--- src/rtl/seg7_scan_decoder.sv ---
// Receive side of the multiplexed 7-segment display path: samples the segment bus
// and digit strobe, accepts stable patterns, and assembles frames of BCD digits.
module seg7_scan_decoder #(
    parameter int NUM_DIGITS    = 4,
    parameter int STABLE_CYCLES = 4
) (
    input  logic                      clk,
    input  logic                      rst_n,
    input  logic [6:0]                seg_in,
    input  logic [NUM_DIGITS-1:0]     dig_sel,
    output logic [4*NUM_DIGITS-1:0]   bcd_out,
    output logic [NUM_DIGITS-1:0]     err_out,
    output logic                      digit_valid,
    output logic                      frame_valid
);

    localparam int CW = $clog2(STABLE_CYCLES + 1);
    localparam int IW = (NUM_DIGITS > 1) ? $clog2(NUM_DIGITS) : 1;
    localparam logic [CW-1:0] CNT_MAX = CW'(STABLE_CYCLES - 1);

    // Exact-match decode; bit 4 of the result is the error flag.
    function automatic logic [4:0] seg_decode(input logic [6:0] seg);
        logic [4:0] res;
        case (seg)
            7'b1111110: res = {1'b0, 4'h0};
            7'b0110000: res = {1'b0, 4'h1};
            7'b1101101: res = {1'b0, 4'h2};
            7'b1111001: res = {1'b0, 4'h3};
            7'b0110001: res = {1'b0, 4'h4};
            7'b1011011: res = {1'b0, 4'h5};
            7'b1011111: res = {1'b0, 4'h6};
            7'b1110000: res = {1'b0, 4'h7};
            7'b1111111: res = {1'b0, 4'h8};
            7'b1111011: res = {1'b0, 4'h9};
            default:    res = {1'b1, 4'hF};
        endcase
        return res;
    endfunction

    function automatic logic is_onehot(input logic [NUM_DIGITS-1:0] v);
        return (v != '0) && ((v & (v - NUM_DIGITS'(1))) == '0);
    endfunction

    function automatic logic [IW-1:0] onehot_index(input logic [NUM_DIGITS-1:0] v);
        logic [IW-1:0] idx;
        idx = IW'(0);
        for (int i = 0; i < NUM_DIGITS; i++) begin
            if (v[i]) begin
                idx = IW'(i);
            end else begin
                idx = idx;
            end
        end
        return idx;
    endfunction

    logic [6:0]              s_seg_r, p_seg_r;
    logic [NUM_DIGITS-1:0]   s_sel_r, p_sel_r;
    logic [CW-1:0]           cnt_r;
    logic                    captured_r;
    logic [4*NUM_DIGITS-1:0] shadow_bcd_r;
    logic [NUM_DIGITS-1:0]   shadow_err_r;
    logic [NUM_DIGITS-1:0]   seen_r;

    logic                    force_zero_s;
    logic [CW-1:0]           cnt_next_s;
    logic                    capture_s;
    logic [IW-1:0]           idx_s;
    logic [4:0]              dec_s;
    logic                    frame_done_s;
    logic [NUM_DIGITS-1:0]   seen_next_s;

    // Stability tracking, capture decision and seen-mask update.
    always_comb begin
        force_zero_s = !is_onehot(s_sel_r) || (s_sel_r != p_sel_r) || (s_seg_r != p_seg_r);
        cnt_next_s   = CW'(0);
        if (force_zero_s) begin
            cnt_next_s = CW'(0);
        end else if (cnt_r == CNT_MAX) begin
            cnt_next_s = CNT_MAX;
        end else begin
            cnt_next_s = cnt_r + CW'(1);
        end
        capture_s    = !force_zero_s && (cnt_next_s == CNT_MAX) && !captured_r;
        idx_s        = onehot_index(s_sel_r);
        dec_s        = seg_decode(s_seg_r);
        frame_done_s = &seen_r;
        seen_next_s  = frame_done_s ? '0 : seen_r;
        if (capture_s) begin
            seen_next_s[idx_s] = 1'b1;
        end else begin
            seen_next_s = seen_next_s;
        end
    end

    // Sample pipeline, counter, shadow store and registered outputs.
    always_ff @(posedge clk) begin
        if (!rst_n) begin
            s_seg_r      <= 7'd0;
            p_seg_r      <= 7'd0;
            s_sel_r      <= '0;
            p_sel_r      <= '0;
            cnt_r        <= CW'(0);
            captured_r   <= 1'b0;
            shadow_bcd_r <= '0;
            shadow_err_r <= '0;
            seen_r       <= '0;
            bcd_out      <= '0;
            err_out      <= '0;
            digit_valid  <= 1'b0;
            frame_valid  <= 1'b0;
        end else begin
            s_seg_r     <= seg_in;
            s_sel_r     <= dig_sel;
            p_seg_r     <= s_seg_r;
            p_sel_r     <= s_sel_r;
            cnt_r       <= cnt_next_s;
            captured_r  <= force_zero_s ? 1'b0 : (captured_r | capture_s);
            seen_r      <= seen_next_s;
            digit_valid <= capture_s;
            frame_valid <= frame_done_s;
            if (capture_s) begin
                shadow_bcd_r[{idx_s, 2'b00} +: 4] <= dec_s[3:0];
                shadow_err_r[idx_s]               <= dec_s[4];
            end else begin
                shadow_bcd_r <= shadow_bcd_r;
                shadow_err_r <= shadow_err_r;
            end
            // Outputs take the shadow contents as they stood before any same-cycle capture.
            if (frame_done_s) begin
                bcd_out <= shadow_bcd_r;
                err_out <= shadow_err_r;
            end else begin
                bcd_out <= bcd_out;
                err_out <= err_out;
            end
        end
    end

endmodule

--- config.mk ---
export PLATFORM = sky130hd
export DESIGN_NAME = seg7_scan_decoder
export DESIGN_NICKNAME = d
export VERILOG_FILES = /design/src/rtl/seg7_scan_decoder.sv
export SDC_FILE = /design/constraint.sdc
export NUM_CORES = 1
export LEC_CHECK = 0
export ABC_CLOCK_PERIOD_IN_PS = 4200
export BUFFER_PORTS_ARGS = -buffer_cell sky130_fd_sc_hd__buf_2
export CELL_PAD_IN_SITES_DETAIL_PLACEMENT = 2
export CELL_PAD_IN_SITES_GLOBAL_PLACEMENT = 2
export CORE_MARGIN = 5
export CORE_UTILIZATION = 38
export DETAILED_ROUTE_END_ITERATION = 8
export GPL_TIMING_DRIVEN = 0
export PLACE_DENSITY = 0.94
export REMOVE_ABC_BUFFERS = 1
export SLEW_MARGIN = 40
export SYNTH_ARGS = -nofsm -noshare
export SYNTH_HDL_FRONTEND = slang
export SYNTH_SLANG_ARGS = --single-unit
--- constraint.sdc ---
create_clock -name clk -period 4.2 [get_ports clk]
set_input_delay 0.63 -clock clk [delete_from_list [all_inputs] [get_ports clk]]
set_output_delay 0.63 -clock clk [all_outputs]
set_load 0.1 [all_outputs]
Yosys cells after proc, flatten, opt, wreduce, memory -nomap -nowiden. Index checks and enable logic that the tools add are counted.

Reductions and logical operators: 13. $mul: 0. Add/sub/neg operators: 3. Multiplexer cells: 12. Divide/modulo/power cells: 0. Shift operators: 2. Eq/ne operators: 14. Order comparisons: 2. Bitwise logic cells: 4.

Operators by type and width (number): $eq 7x7->1 const B (8); $pmux 5 s10 (1); $bwmux 16 (1); $shift 4x6->16 const A (1); $shiftx 4x6->16 (1); $eq 7x6->1 const B (2); $mux 4 (2); $ne 7x7->1 (1); $eq 3x2->1 const B (2); $mux 3 (2); $neg 4->6 (1); $and 4x4->4 (1); $bwmux 4 (1); $logic_and 1x1->1 (4); $logic_not 4->1 (1); $mux 2 (2); $ne 4x4->1 (1); $or 4x4->4 (1); $reduce_and 4->1 (1); $reduce_bool 4->1 (1); $sub 4x1->4 const B (1); $add 3x1->3 const B (1); $logic_not 1->1 (3); $lt 2x3->1 const B (1); 7 further kinds (9).

Memory bits (writable): 0. Bits in read-only memories: 0. Bits of input ports: 13. Latch bits: 0. Memories: 0. Output and inout port bits: 22. Word-level logic and storage cells: 63. Bits in registers: 72.

Longest topological paths before layout.
Depth after elaboration: 12. Mapped depth: 9. Gate-level depth less buffers: 9.

Least setup slack after synthesis. OpenSTA, ideal clock, no wires.

Kind: register to register. Start: reg s_sel_r[2]. End: reg shadow_bcd_r[11]. Cell stages (with the launch flop): 9. Data required time: 4.128 ns. Library setup time: 0.072 ns. Buffers on the path: 0. Path slack: 1.992 ns. Arrival: 2.137 ns. Cells stage by stage: dfxtp_1 -> nor2b_1 -> nor2_1 -> inv_1 -> ha_1 -> and3b_1 -> nand2_1 -> or3b_2 -> mux2i_1.

Cells in the longest elaborated chain, start to end: 11.

RTL lines: from (decl) (RTL line 58) `logic [NUM_DIGITS-1:0] s_sel_r, p_sel_r;`; from (signal assigned) (RTL line 114) `s_sel_r <= dig_sel;`; $sub 4x1->4 (RTL line 41) `return (v != '0) && ((v & (v - NUM_DIGITS'(1))) == '0);`; $and 4x4->4 (RTL line 41); $logic_not 4->1 (RTL line 41); $logic_and 1x1->1 (RTL line 41); $logic_not 1->1 (RTL line 75) `force_zero_s = !is_onehot(s_sel_r) || (s_sel_r != p_sel_r) || (s_seg_r != p_seg_r);`; $logic_or 1x1->1 (2 in a row) (RTL line 75); $mux 3 (RTL line 77) `if (force_zero_s) begin`; $eq 3x2->1 (RTL line 84) `capture_s = !force_zero_s && (cnt_next_s == CNT_MAX) && !captured_r;`; $logic_and 1x1->1 (2 in a row) (RTL line 84); to (signal, indexed assignment) (RTL line 123) `shadow_bcd_r[{idx_s, 2'b00} +: 4] <= dec_s[3:0];`; to (signal assigned) (RTL line 126) `shadow_bcd_r <= shadow_bcd_r;`; to (decl) (RTL line 61) `logic [4*NUM_DIGITS-1:0] shadow_bcd_r;`.

Parallel ways exist; a longest one is shown, timed or not. A chain may end at the register's enable or synchronous reset.

Worst setup path in the final report. Ends and elaborated chain as after synthesis.

==> flow_summary_export.csv <==
group,metric,value,unit
timing,maxSlewViolCount,0,
timing,tns,0,ns
timing,post-route-min-period,2.83,ns
synthesis,synth_seq_area_share,0.452,
setup_path,r2r_slack,1.37,ns
min_path,min_path_type,"reg2reg",
final_layout,drive_gt1_frac,0.176,
min_path,hp-start,"shadow_err_r[2]",
global_route,antenna_found_initial,0,
setup_path,cp_slowest_cell,"dfxtp_1",
synthesis,syn-cell-area,3190,sq um
detailed_routing,vias_per_cell,5.36,
floorplan,core_area,8180,sq um
setup_path,r2r-end,"shadow_bcd_r[11]",
floorplan,start_util,0.390,
synthesis,ys_types,48,
final_layout,fin_area,3590,sq um
outcome,outcome,"completed",
global_route,grt_pass1_wl,13700,um
place,dpl_cell_area,3400,sq um
detailed_routing,drtIter0Drc,84,
power,vdd_drop_max,0.189,mV
synthesis,synth_top_cell_by_area,"dfxtp_1",
cts,cts_hold_buf,0,
cts,cts_setup_buffers,0,
synthesis,yosysWarnings,0,
detailed_routing,wl_per_cell,17.1,um
detailed_routing,drcViolationCount,0,
setup_path,end_kind,"flop",
global_route,grt_pass1_vias,2772,
timing,grt_setup_unrepaired,"no",
synthesis,synth_area_leaders,"dfxtp_1 45%, nand2_1 7.8%, a21boi_0 4.9%, and2_1 4.5%, mux2i_1 3.8%",
detailed_routing,final_antenna_net_count,0,
power,finalPower,1.36,mW
synthesis,synthFlopType,"dfxtp_1",
floorplan,die_h,102,um
synthesis,synth_edf_count,0,
detailed_routing,drt-total-wl,8140,um
min_path,hold_depth,2,
cts,clockBufferDepth,2,
synthesis,async_reset_ff_frac,0,
final_layout,antenna_cells,0,
cts,clockRootBuffer,"clkbuf_8",
timing,max_slew_margin,0.492,
min_path,holdPathEnd,"err_out[2]",
cts,clkTransAtPathRegs,0.08,ns
setup_path,start_kind,"flop",
global_route,grt_max_degree,74,
setup_path,cp_data_arrival_time,3.10,ns
floorplan,die_w,102,um
global_route,grt_usage,0.171,
synthesis,syn_area_per_cell,9.38,sq um
detailed_routing,num_vias,2544,
cts,cts_max_level,3,
final_layout,fillers,907,
cts,post_cts_resized,0,
floorplan,row_count,33,
floorplan,dieArea,10300,sq um
timing,tightest_slew,0.761,ns
setup_path,r2r_start,"s_sel_r[2]",
power,leakage,1.46,nW
setup_path,r2r_cells,8,
detailed_routing,drt-pass1-iter-count,4,
synthesis,synth.ff_latch_count,72,
cts,cts_buffers,9,
final_layout,fin_nets,387,
cts,cts_tree,"built",
synthesis,netlist_instances,340,
final_layout,syn_to_final_growth,12.8,%
timing,finalHoldViolCount,0,
setup_path,max_stage_delay,0.49,ns
place,io_buffers,34,
power,powerDensity,379,nW/um^2
global_route,grt-ovfl-total,0,
timing,finalSetupViolations,0,
place,gp_congestion,0.869,
place,hpwl,5510,um
floorplan,num_io_pins,35,
cts,insertion_delay,0.35,ns
setup_path,worstPathRequired,4.47,ns
timing,max_freq,354,MHz
setup_path,crit_fanout,8,
setup_path,path_cells,"nor2b_1 -> nor2_1 -> inv_1 -> ha_1 -> and3b_1 -> nand2_1 -> or3b_2 -> mux2i_1",
timing,final.setup_skew,0.0143,ns
job,cap_violations,0,
setup_path,crit_type,"reg2reg",
timing,min_period_over_period,0.673,
synthesis,yosys.area.top_type_share,0.452,
cts,clock_sinks,72,
==> worst max path at each step <==
stage / from / end / cells after the start
4_1_cts: s_sel_r[2] / shadow_bcd_r[11] / 8
3_5_place_dp: s_sel_r[2] / shadow_bcd_r[11] / 8
5_1_grt: s_sel_r[2] / shadow_bcd_r[11] / 8
2_1_floorplan: s_sel_r[2] / shadow_bcd_r[11] / 8
6_report: s_sel_r[2] / shadow_bcd_r[11] / 8
3_3_place_gp: s_sel_r[2] / shadow_bcd_r[11] / 8
==> layout make-up <==
type | instances | area, sq um | area share
clock buffers | 11 | 141 | 0.0393
clock inverters | 5 | 56.3 | 0.0157
inverters | 4 | 15.0 | 0.00418
multi-input cells | 243 | 1630 | 0.453
flip-flops and latches | 72 | 1440 | 0.401
well taps | 105 | 131 | 0.0365
repair buffers | 35 | 180 | 0.0501
==> power by group <==
| group | leakage [nW] | internal (mW) | total, mW | switching [mW] |
|---|---|---|---|---|
| Combinational | 0.776 | 0.0364 | 0.0925 | 0.0561 |
| Clock | 0.0993 | 0.290 | 0.560 | 0.270 |
| Sequential | 0.585 | 0.692 | 0.709 | 0.0166 |
| Total | 1.46 | 1.02 | 1.36 | 0.343 |
==> worst max-delay path, delay by kind of cell, from the launching register on <==
family                     cells  cell delay (ns)
and+or+nand+nor                5             1.47
muxes                          1             0.17
buffers and inverters          1             0.25
adders and majority gates      1             0.37
DFF                            1             0.49
==> synth_stat cells, types with 4 or more instances <==
master    instances
dfxtp_1          72
nand2_1          66
and2_1           23
a21boi_0         21
clkbuf_1         14
mux2i_1          12
ha_1              9
nor2_1            9
o211ai_1          8
o31ai_1           8
xor2_1            8
nand3_1           7
nand4_1           6
a21boi_1          4
buf_2             4
inv_1             4
nand2b_1          4
nand4_4           4
nor2b_1           4
nor3_1            4
or4_1             4
==> cell families after synthesis <==
kind of cell	after synthesis	synth area share
flops	72	0.452
xor+xnor	8	0.0220
buf+inv	25	0.0369
compound gates	58	0.135
simple gates	154	0.274
mux	14	0.0447
fa+ha+maj	9	0.0353
==> metrics by stage <==
step                hold WS (ns)  std cells  setup slack [ns]  utilization
floorplan                  0.438        319              1.99            -
global placement           0.451        458              1.58        0.414
detailed placement         0.462        459              1.40        0.416
CTS                        0.467        475              1.38        0.440
global route               0.469        475              1.13        0.440
finish                     0.468        475              1.37        0.440
==> cell usage in the layout, fill, tap and decap left out, types with 2 or more instances in the layout <==
cell type   n
and2_1     23
nor4_1      2
dfxtp_1    72
a21boi_1    4
or4_1       4
nand2b_1    4
nor3b_1     3
a21boi_0   21
nand2_1    66
o211ai_1    8
mux2_2      2
buf_2      33
clkbuf_8   10
nand3b_1    3
nor3_1      4
nor2b_1     4
nand4_4     4
mux2i_1    12
o31ai_1     8
a21oi_1     3
clkinv_2    2
or3b_2      2
nor2_1      9
inv_1       4
and4_1      3
o21ai_1     2
nand4_1     6
nand3_1     7
ha_1        9
and3_1      2
o31a_1      2
nor4_2      2
o21ai_0     3
xor2_1      8
buf_4       2
==> registers in the layout (all words and copies together) (netlist names), 3 cells and up <==
name	count
err_out	4
s_sel_r	4
shadow_bcd_r	16
seen_r	4
cnt_r	3
p_sel_r	4
s_seg_r	7
bcd_out	16
shadow_err_r	4
p_seg_r	7
==> layer usage <==
metal	global-route usage	vias to the layer above	part of all wire	routed length [um]
met1	0.204	1264	0.44	3580
met5	0	-	0	0
met4	0.0583	0	0.014	114
li1	-	1234	-	-
met2	0.301	40	0.51	4170
met3	0.0393	6	0.033	266
Note: power is estimated with default switching activity, not from simulation.
